### config.mk
export PLATFORM = sky130hd
export DESIGN_NAME = ahb_bus_arbiter
export DESIGN_NICKNAME = d
export VERILOG_FILES = /design/src/rtl/ahb_arb_pkg.sv /design/src/rtl/rr_priority_picker.sv /design/src/rtl/ahb_bus_arbiter.sv
export SDC_FILE = /design/constraint.sdc
export NUM_CORES = 1
export LEC_CHECK = 0
export CAP_MARGIN = 20
export CORE_UTILIZATION = 47
export CTS_BUF_LIST = sky130_fd_sc_hd__clkbuf_16
export DETAILED_ROUTE_END_ITERATION = 7
export PLACE_DENSITY_LB_ADDON = 0.25
export SLEW_MARGIN = 20
export SYNTH_ARGS = -nofsm -noshare
export SYNTH_HDL_FRONTEND = slang
export SYNTH_SLANG_ARGS = --single-unit
### constraint.sdc
create_clock -name hclk -period 2.5 [get_ports hclk]
set_input_delay 0.375 -clock hclk [delete_from_list [all_inputs] [get_ports hclk]]
set_output_delay 0.375 -clock hclk [all_outputs]
set_load 0.005 [all_outputs]
### src/rtl/ahb_arb_pkg.sv
// Shared AHB encodings, arbiter state type and burst-length helper for the bus arbiter.
package ahb_arb_pkg;

    typedef enum logic [1:0] {
        HTRANS_IDLE   = 2'b00,
        HTRANS_BUSY   = 2'b01,
        HTRANS_NONSEQ = 2'b10,
        HTRANS_SEQ    = 2'b11
    } htrans_t;

    typedef enum logic [2:0] {
        HBURST_SINGLE = 3'd0,
        HBURST_INCR   = 3'd1,
        HBURST_WRAP4  = 3'd2,
        HBURST_INCR4  = 3'd3,
        HBURST_WRAP8  = 3'd4,
        HBURST_INCR8  = 3'd5,
        HBURST_WRAP16 = 3'd6,
        HBURST_INCR16 = 3'd7
    } hburst_t;

    typedef enum logic [1:0] {
        ST_PARK,
        ST_OWN,
        ST_BURST,
        ST_LOCK
    } arb_state_t;

    // Undefined-length INCR counts as one beat so it never holds the grant.
    function automatic logic [4:0] burst_beats(input logic [2:0] burst);
        case (burst)
            HBURST_WRAP4,  HBURST_INCR4:  return 5'd4;
            HBURST_WRAP8,  HBURST_INCR8:  return 5'd8;
            HBURST_WRAP16, HBURST_INCR16: return 5'd16;
            default:                      return 5'd1;
        endcase
    endfunction

endpackage

### src/rtl/rr_priority_picker.sv
// Combinational round-robin picker: searches req starting one above ptr, returns a one-hot winner.
module rr_priority_picker #(
    parameter int N  = 4,
    parameter int PW = $clog2(N)
) (
    input  logic [N-1:0]  req,
    input  logic [PW-1:0] ptr,
    output logic [N-1:0]  grant,
    output logic          valid
);
    logic [PW-1:0] idx;

    // NOTE: every output gets a default before the loop so no path leaves a latch behind.
    always_comb begin
        grant = '0;
        valid = 1'b0;
        idx   = '0;
        for (int k = 1; k <= N; k++) begin
            idx = PW'((int'(ptr) + k) % N);
            if (!valid && req[idx]) begin
                grant[idx] = 1'b1;
                valid      = 1'b1;
            end
        end
    end

endmodule

### src/rtl/ahb_bus_arbiter.sv
// AHB bus arbiter: registered one-hot hgrant, address-phase owner on hmaster, burst/lock protection.
// Define AHB_ARB_FIXED_PRIO_EN to make the lowest-index requester win instead of round robin.
module ahb_bus_arbiter
    import ahb_arb_pkg::*;
#(
    parameter int NUM_MASTERS    = 4,
    parameter int DEFAULT_MASTER = 0,
    parameter int MW             = $clog2(NUM_MASTERS)
) (
    input  logic                   hclk,
    input  logic                   hreset_n,
    input  logic [NUM_MASTERS-1:0] hbusreq,
    input  logic [NUM_MASTERS-1:0] hlock,
    input  logic [1:0]             htrans,
    input  logic [2:0]             hburst,
    input  logic                   hready,
    output logic [NUM_MASTERS-1:0] hgrant,
    output logic [MW-1:0]          hmaster,
    output logic                   hmastlock
);
    localparam logic [NUM_MASTERS-1:0] PARK_GRANT = NUM_MASTERS'(1) << DEFAULT_MASTER;

    arb_state_t             state, state_nxt;
    logic [NUM_MASTERS-1:0] grant_nxt, pick_grant;
    logic                   pick_valid, lock_hold, lock_freeze, burst_hold;
    logic [MW-1:0]          gidx, ptr;
    logic [3:0]             beat_cnt, cnt_nxt;

    rr_priority_picker #(.N(NUM_MASTERS), .PW(MW)) u_picker (
        .req   (hbusreq),
        .ptr   (ptr),
        .grant (pick_grant),
        .valid (pick_valid)
    );

`ifdef AHB_ARB_FIXED_PRIO_EN
    // Search always starts just above the top index, i.e. at master 0.
    assign ptr = MW'(NUM_MASTERS - 1);
`else
    logic [MW-1:0] rr_ptr, pick_idx;

    always_comb begin
        pick_idx = '0;
        for (int i = 0; i < NUM_MASTERS; i++)
            if (pick_grant[i]) pick_idx = MW'(i);
    end

    always_ff @(posedge hclk or negedge hreset_n) begin
        if (!hreset_n)                          rr_ptr <= MW'(DEFAULT_MASTER);
        else if (hready && state_nxt == ST_OWN) rr_ptr <= pick_idx;
    end

    assign ptr = rr_ptr;
`endif

    always_comb begin
        gidx = '0;
        for (int i = 0; i < NUM_MASTERS; i++)
            if (hgrant[i]) gidx = MW'(i);
    end

    always_comb begin
        cnt_nxt = beat_cnt;
        if (htrans == HTRANS_NONSEQ)                     cnt_nxt = 4'(burst_beats(hburst) - 5'd1);
        else if (htrans == HTRANS_SEQ && beat_cnt != '0) cnt_nxt = beat_cnt - 4'd1;

        // lock_hold keeps the grant frozen for one extra hready cycle after hlock falls.
        lock_freeze = hlock[gidx] || lock_hold;
        // Release on the beat that leaves one remaining, so the new grant lines up with the last beat.
        burst_hold  = (cnt_nxt > 4'd1) &&
                      (htrans == HTRANS_NONSEQ || state == ST_BURST || state == ST_LOCK);

        state_nxt = state;
        grant_nxt = hgrant;
        if (lock_freeze) begin
            state_nxt = ST_LOCK;
        end else if (burst_hold) begin
            state_nxt = ST_BURST;
        end else if (pick_valid) begin
            state_nxt = ST_OWN;
            grant_nxt = pick_grant;
        end else begin
            state_nxt = ST_PARK;
            grant_nxt = PARK_GRANT;
        end
    end

    // NOTE: state registers use non-blocking assignments so every flop samples pre-edge values.
    always_ff @(posedge hclk or negedge hreset_n) begin
        if (!hreset_n) begin
            state     <= ST_PARK;
            hgrant    <= PARK_GRANT;
            hmaster   <= MW'(DEFAULT_MASTER);
            hmastlock <= 1'b0;
            beat_cnt  <= '0;
            lock_hold <= 1'b0;
        end else if (hready) begin
            state     <= state_nxt;
            hgrant    <= grant_nxt;
            hmaster   <= gidx;
            hmastlock <= hlock[gidx];
            beat_cnt  <= cnt_nxt;
            lock_hold <= hlock[gidx];
        end
    end

    a_grant_onehot: assert property (@(posedge hclk) disable iff (!hreset_n) $onehot(hgrant));

endmodule

==> flow_summary_export.csv <==
group,metric,value,unit
sta,setup-violations-final,0,
drt,drt-initial-drc-count,33,
global_routing,grt_pass1_wl,4640,um
run_status,run_status,"complete, no violations",
synth,ys_seq_elements,14,
global_routing,use_met2,40.5,%
layout,antenna_cells_inserted,0,
synth,synth-main-ff-cell,"sky130_fd_sc_hd__dfrtp_1",
layout,mostFrequentLayoutCells,"sky130_fd_sc_hd__clkdlybuf4s50_1 (21), sky130_fd_sc_hd__nor2_1 (13), sky130_fd_sc_hd__dfrtp_1 (13), sky130_fd_sc_hd__buf_4 (13), sky130_fd_sc_hd__inv_1 (10)",
critical_path,worst_setup_path_end_kind,"flop",
place,dp.final_hpwl,2300,um
floorplan,die-area,2830,um2
critical_path,timing.critical_path.cells,"clkdlybuf4s50_1 -> mux4_2 -> buf_4 -> a221oi_1 -> o21ai_1 -> mux2_4",
sta,final_min_period_over_clock_period,96.0,%
synth,synth.yosys.seq_area_share,28.6,%
global_routing,gr-usage-met3,6.03,%
sta,rsz0062_at_grt,"false",
critical_path,class_of_the_most_critical_setup_path,"input port to flop",
synth,netlist.area_leader.share,26.4,%
flow_run,maxCapViolCount,0,
clocking,cts.repair.resized,0,
synth,synth_edf_count,0,
sta,layout_min_cycle_time,2.40,ns
clocking,post-cts-setup-buffers,0,
clocking,max-clock-path-buffers,2,
place,io_buffer_count,21,
global_routing,grt-ovfl-total,0,
layout,regArea,352,um2
critical_path,critPathLaunchType,"input port",
sta,fin_worst_skew,0.00492,ns
global_routing,grt_pass1_vias,1051,
sta,number_of_max_slew_violations_in_the_final_report,0,
critical_path,critical-path-top-delay-family,"multiplexers",
global_routing,use_met1,28.1,%
layout,final_nets,190,
synth,synth_top_cell_by_area,"sky130_fd_sc_hd__dfrtp_1",
critical_path,critical_path_required,2.62,ns
floorplan,ioPinCount,23,
critical_path,worst-path-max-fanout,8,
layout,area_delta_synth_final,33.2,%
clocking,cts_tree,"yes",
layout,multi_input_comb_area,831,um2
synth,synth_top_cells_by_area,"sky130_fd_sc_hd__dfrtp_1 (26%), sky130_fd_sc_hd__ha_1 (8.1%), sky130_fd_sc_hd__mux4_2 (5.5%), sky130_fd_sc_hd__mux2i_1 (4.9%), sky130_fd_sc_hd__nor2_1 (4.0%)",
clocking,clkTransAtPathRegs,0.04,ns
critical_path,crit_slowest_cell,"sky130_fd_sc_hd__mux4_2",
synth,syn_nets,155,
sta,maxClockFrequency,0.417,GHz
hold_path,timing.hold.worst.class,"flop to flop",
synth,synth.cell_area,1230,um2
power,vdd.ir_drop.worst,0.000722,V
synth,syn_inst,131,
clocking,clock_tree.root_cell,"sky130_fd_sc_hd__clkbuf_16",
critical_path,cp_arrival,2.52,ns
global_routing,antenna_found_initial,0,
sta,finalHoldViolCount,0,
drt,drt_drc_violations_left,0,
global_routing,maximum_number_of_pins_on_one_net_before_global_route_repair,15,
layout,fill_cells,207,
floorplan,initial_core_util,49.7,%
synth,yosys_warnings,0,
power,leakage,0.696,nW
sta,max_slew.worst_pin.slew,0.622,ns
drt,drt_wl_total,2990,um
critical_path,max_stage_delay,0.56,ns
drt,vias_per_cell,5.87,
layout,layout.cells.most_common,"sky130_fd_sc_hd__clkdlybuf4s50_1",
drt,route.vias.total,1144,
synth,synth_cell_types,45,
critical_path,buffers_plus_inverters_on_the_worst_setup_path,2,
clocking,cts_hold_repair.buffers,0,
floorplan,die_y,53.2,um
sta,hold-worst-slack,0.493,ns
floorplan,dieWidth,53.2,um
drt,residual_antenna_violating_net_count_after_detailed_routing,0,
synth,avgSynthCellArea,9.40,um2
clocking,clock-sinks,14,
power,power_density,1080,nW/um2
clocking,clock_latency_on_the_worst_skew_pair,0.24,ns
drt,drt-wirelength-per-cell,15.3,um
power,report.power.total,1.78,mW
clocking,h_tree_depth,1,
clocking,numCtsBuffers,3,
sta,max-slew-margin-rel,58.4,%
drt,drt_first_pass_iters,4,
floorplan,coreArea,2480,um2
place,gp_congestion,0.883,
global_routing,grt_most_used_layer,"met2",
floorplan,rows,18,
synth,ys_async_sr_fraction,100,%
global_routing,grt_use_total,23.0,%
layout,fraction_of_layout_cells_with_a_size_suffix_above_1,19.4,%
[metal layers]
metal / vias to the layer above / wire length, um
met2: 33 / 1530
li1: 559 / -
met3: 2 / 150
met1: 550 / 1310
met4: 0 / 4
met5: - / 0
[through the flow]
step                      cell area [um2]  TNS [ns]  util (%)  std cells  setup slack (ns)
after floorplan                      1240         0         -        131            0.0638
after global placement               1560  -0.00541      63.0        191          -0.00541
after detailed placement             1560    -0.102      63.0        191           -0.0872
after CTS                            1640         0      66.2        195             0.142
after global routing                 1640         0      66.2        195            0.0260
final                                1640         0      66.2        195            0.0993
[synthesized netlist by cell type, types with 2 or more instances]
cell,count
sky130_fd_sc_hd__nor2_1,13
sky130_fd_sc_hd__o31ai_1,3
sky130_fd_sc_hd__nand2b_1,3
sky130_fd_sc_hd__inv_1,9
sky130_fd_sc_hd__o22ai_1,3
sky130_fd_sc_hd__a221oi_1,2
sky130_fd_sc_hd__or3_4,2
sky130_fd_sc_hd__dfrtp_1,13
sky130_fd_sc_hd__a2bb2oi_2,2
sky130_fd_sc_hd__nor2b_1,3
sky130_fd_sc_hd__a21oi_1,8
sky130_fd_sc_hd__mux2_2,3
sky130_fd_sc_hd__mux4_2,3
sky130_fd_sc_hd__o21ai_0,9
sky130_fd_sc_hd__nand2_1,7
sky130_fd_sc_hd__ha_1,8
sky130_fd_sc_hd__mux2i_1,6
sky130_fd_sc_hd__nor3b_1,3
sky130_fd_sc_hd__nand3b_1,5
[cell families after synthesis]
group	count (synthesis)	share of synthesized area, %
multiplexers	13	14.3
buffers and inverters	13	4.98
flip-flops	14	28.6
AND/OR/NAND/NOR	43	19.8
adder cells (fa/ha/maj)	8	8.13
AO/OA/AOI/OAI	40	24.2
[worst paths after layout]
check / depth (start not counted) / start / slack, ns / endpoint
worst max register to register: 7 / ptr[1] / 0.19 / ptr[0]
worst min-delay path: 2 / state[1] / 0.49 / state[1]
min in group asynchronous: 1 / hreset_n / 0.52 / beat_cnt[0]
worst min register to register: 2 / state[1] / 0.49 / state[1]
worst max-delay path: 6 / hbusreq[2] / 0.1 / ptr[0]
max in group asynchronous: 1 / hreset_n / 1.57 / ptr[1]
[worst min-delay path: stages, from the launching register on]
cell and delay [ns]:
sky130_fd_sc_hd__dfrtp_1 0.33, sky130_fd_sc_hd__nor2_1 0.05, sky130_fd_sc_hd__nor2_1 0.07
[where the power goes]
group	internal [mW]	total [mW]	switching, mW
Sequential	0.314	0.387	0.0732
Combinational	0.577	1.09	0.517
Clock	0.211	0.298	0.0874
[registers in the layout, indices dropped and copies added (netlist names)]
signal	cells
hmaster	2
ptr	2
state	1
hgrant	4
lock_hold	1
beat_cnt	4
[layout make-up]
class,instances,share of cell area (%)
Clock inverter,1,0.229
Inverter,9,2.06
Timing Repair Buffer,34,18.8
Tap cell,30,2.29
Sequential cell,14,21.4
Multi-Input combinational cell,104,50.6
Clock buffer,3,4.58
No activity file was read; power rests on OpenSTA's default activity.
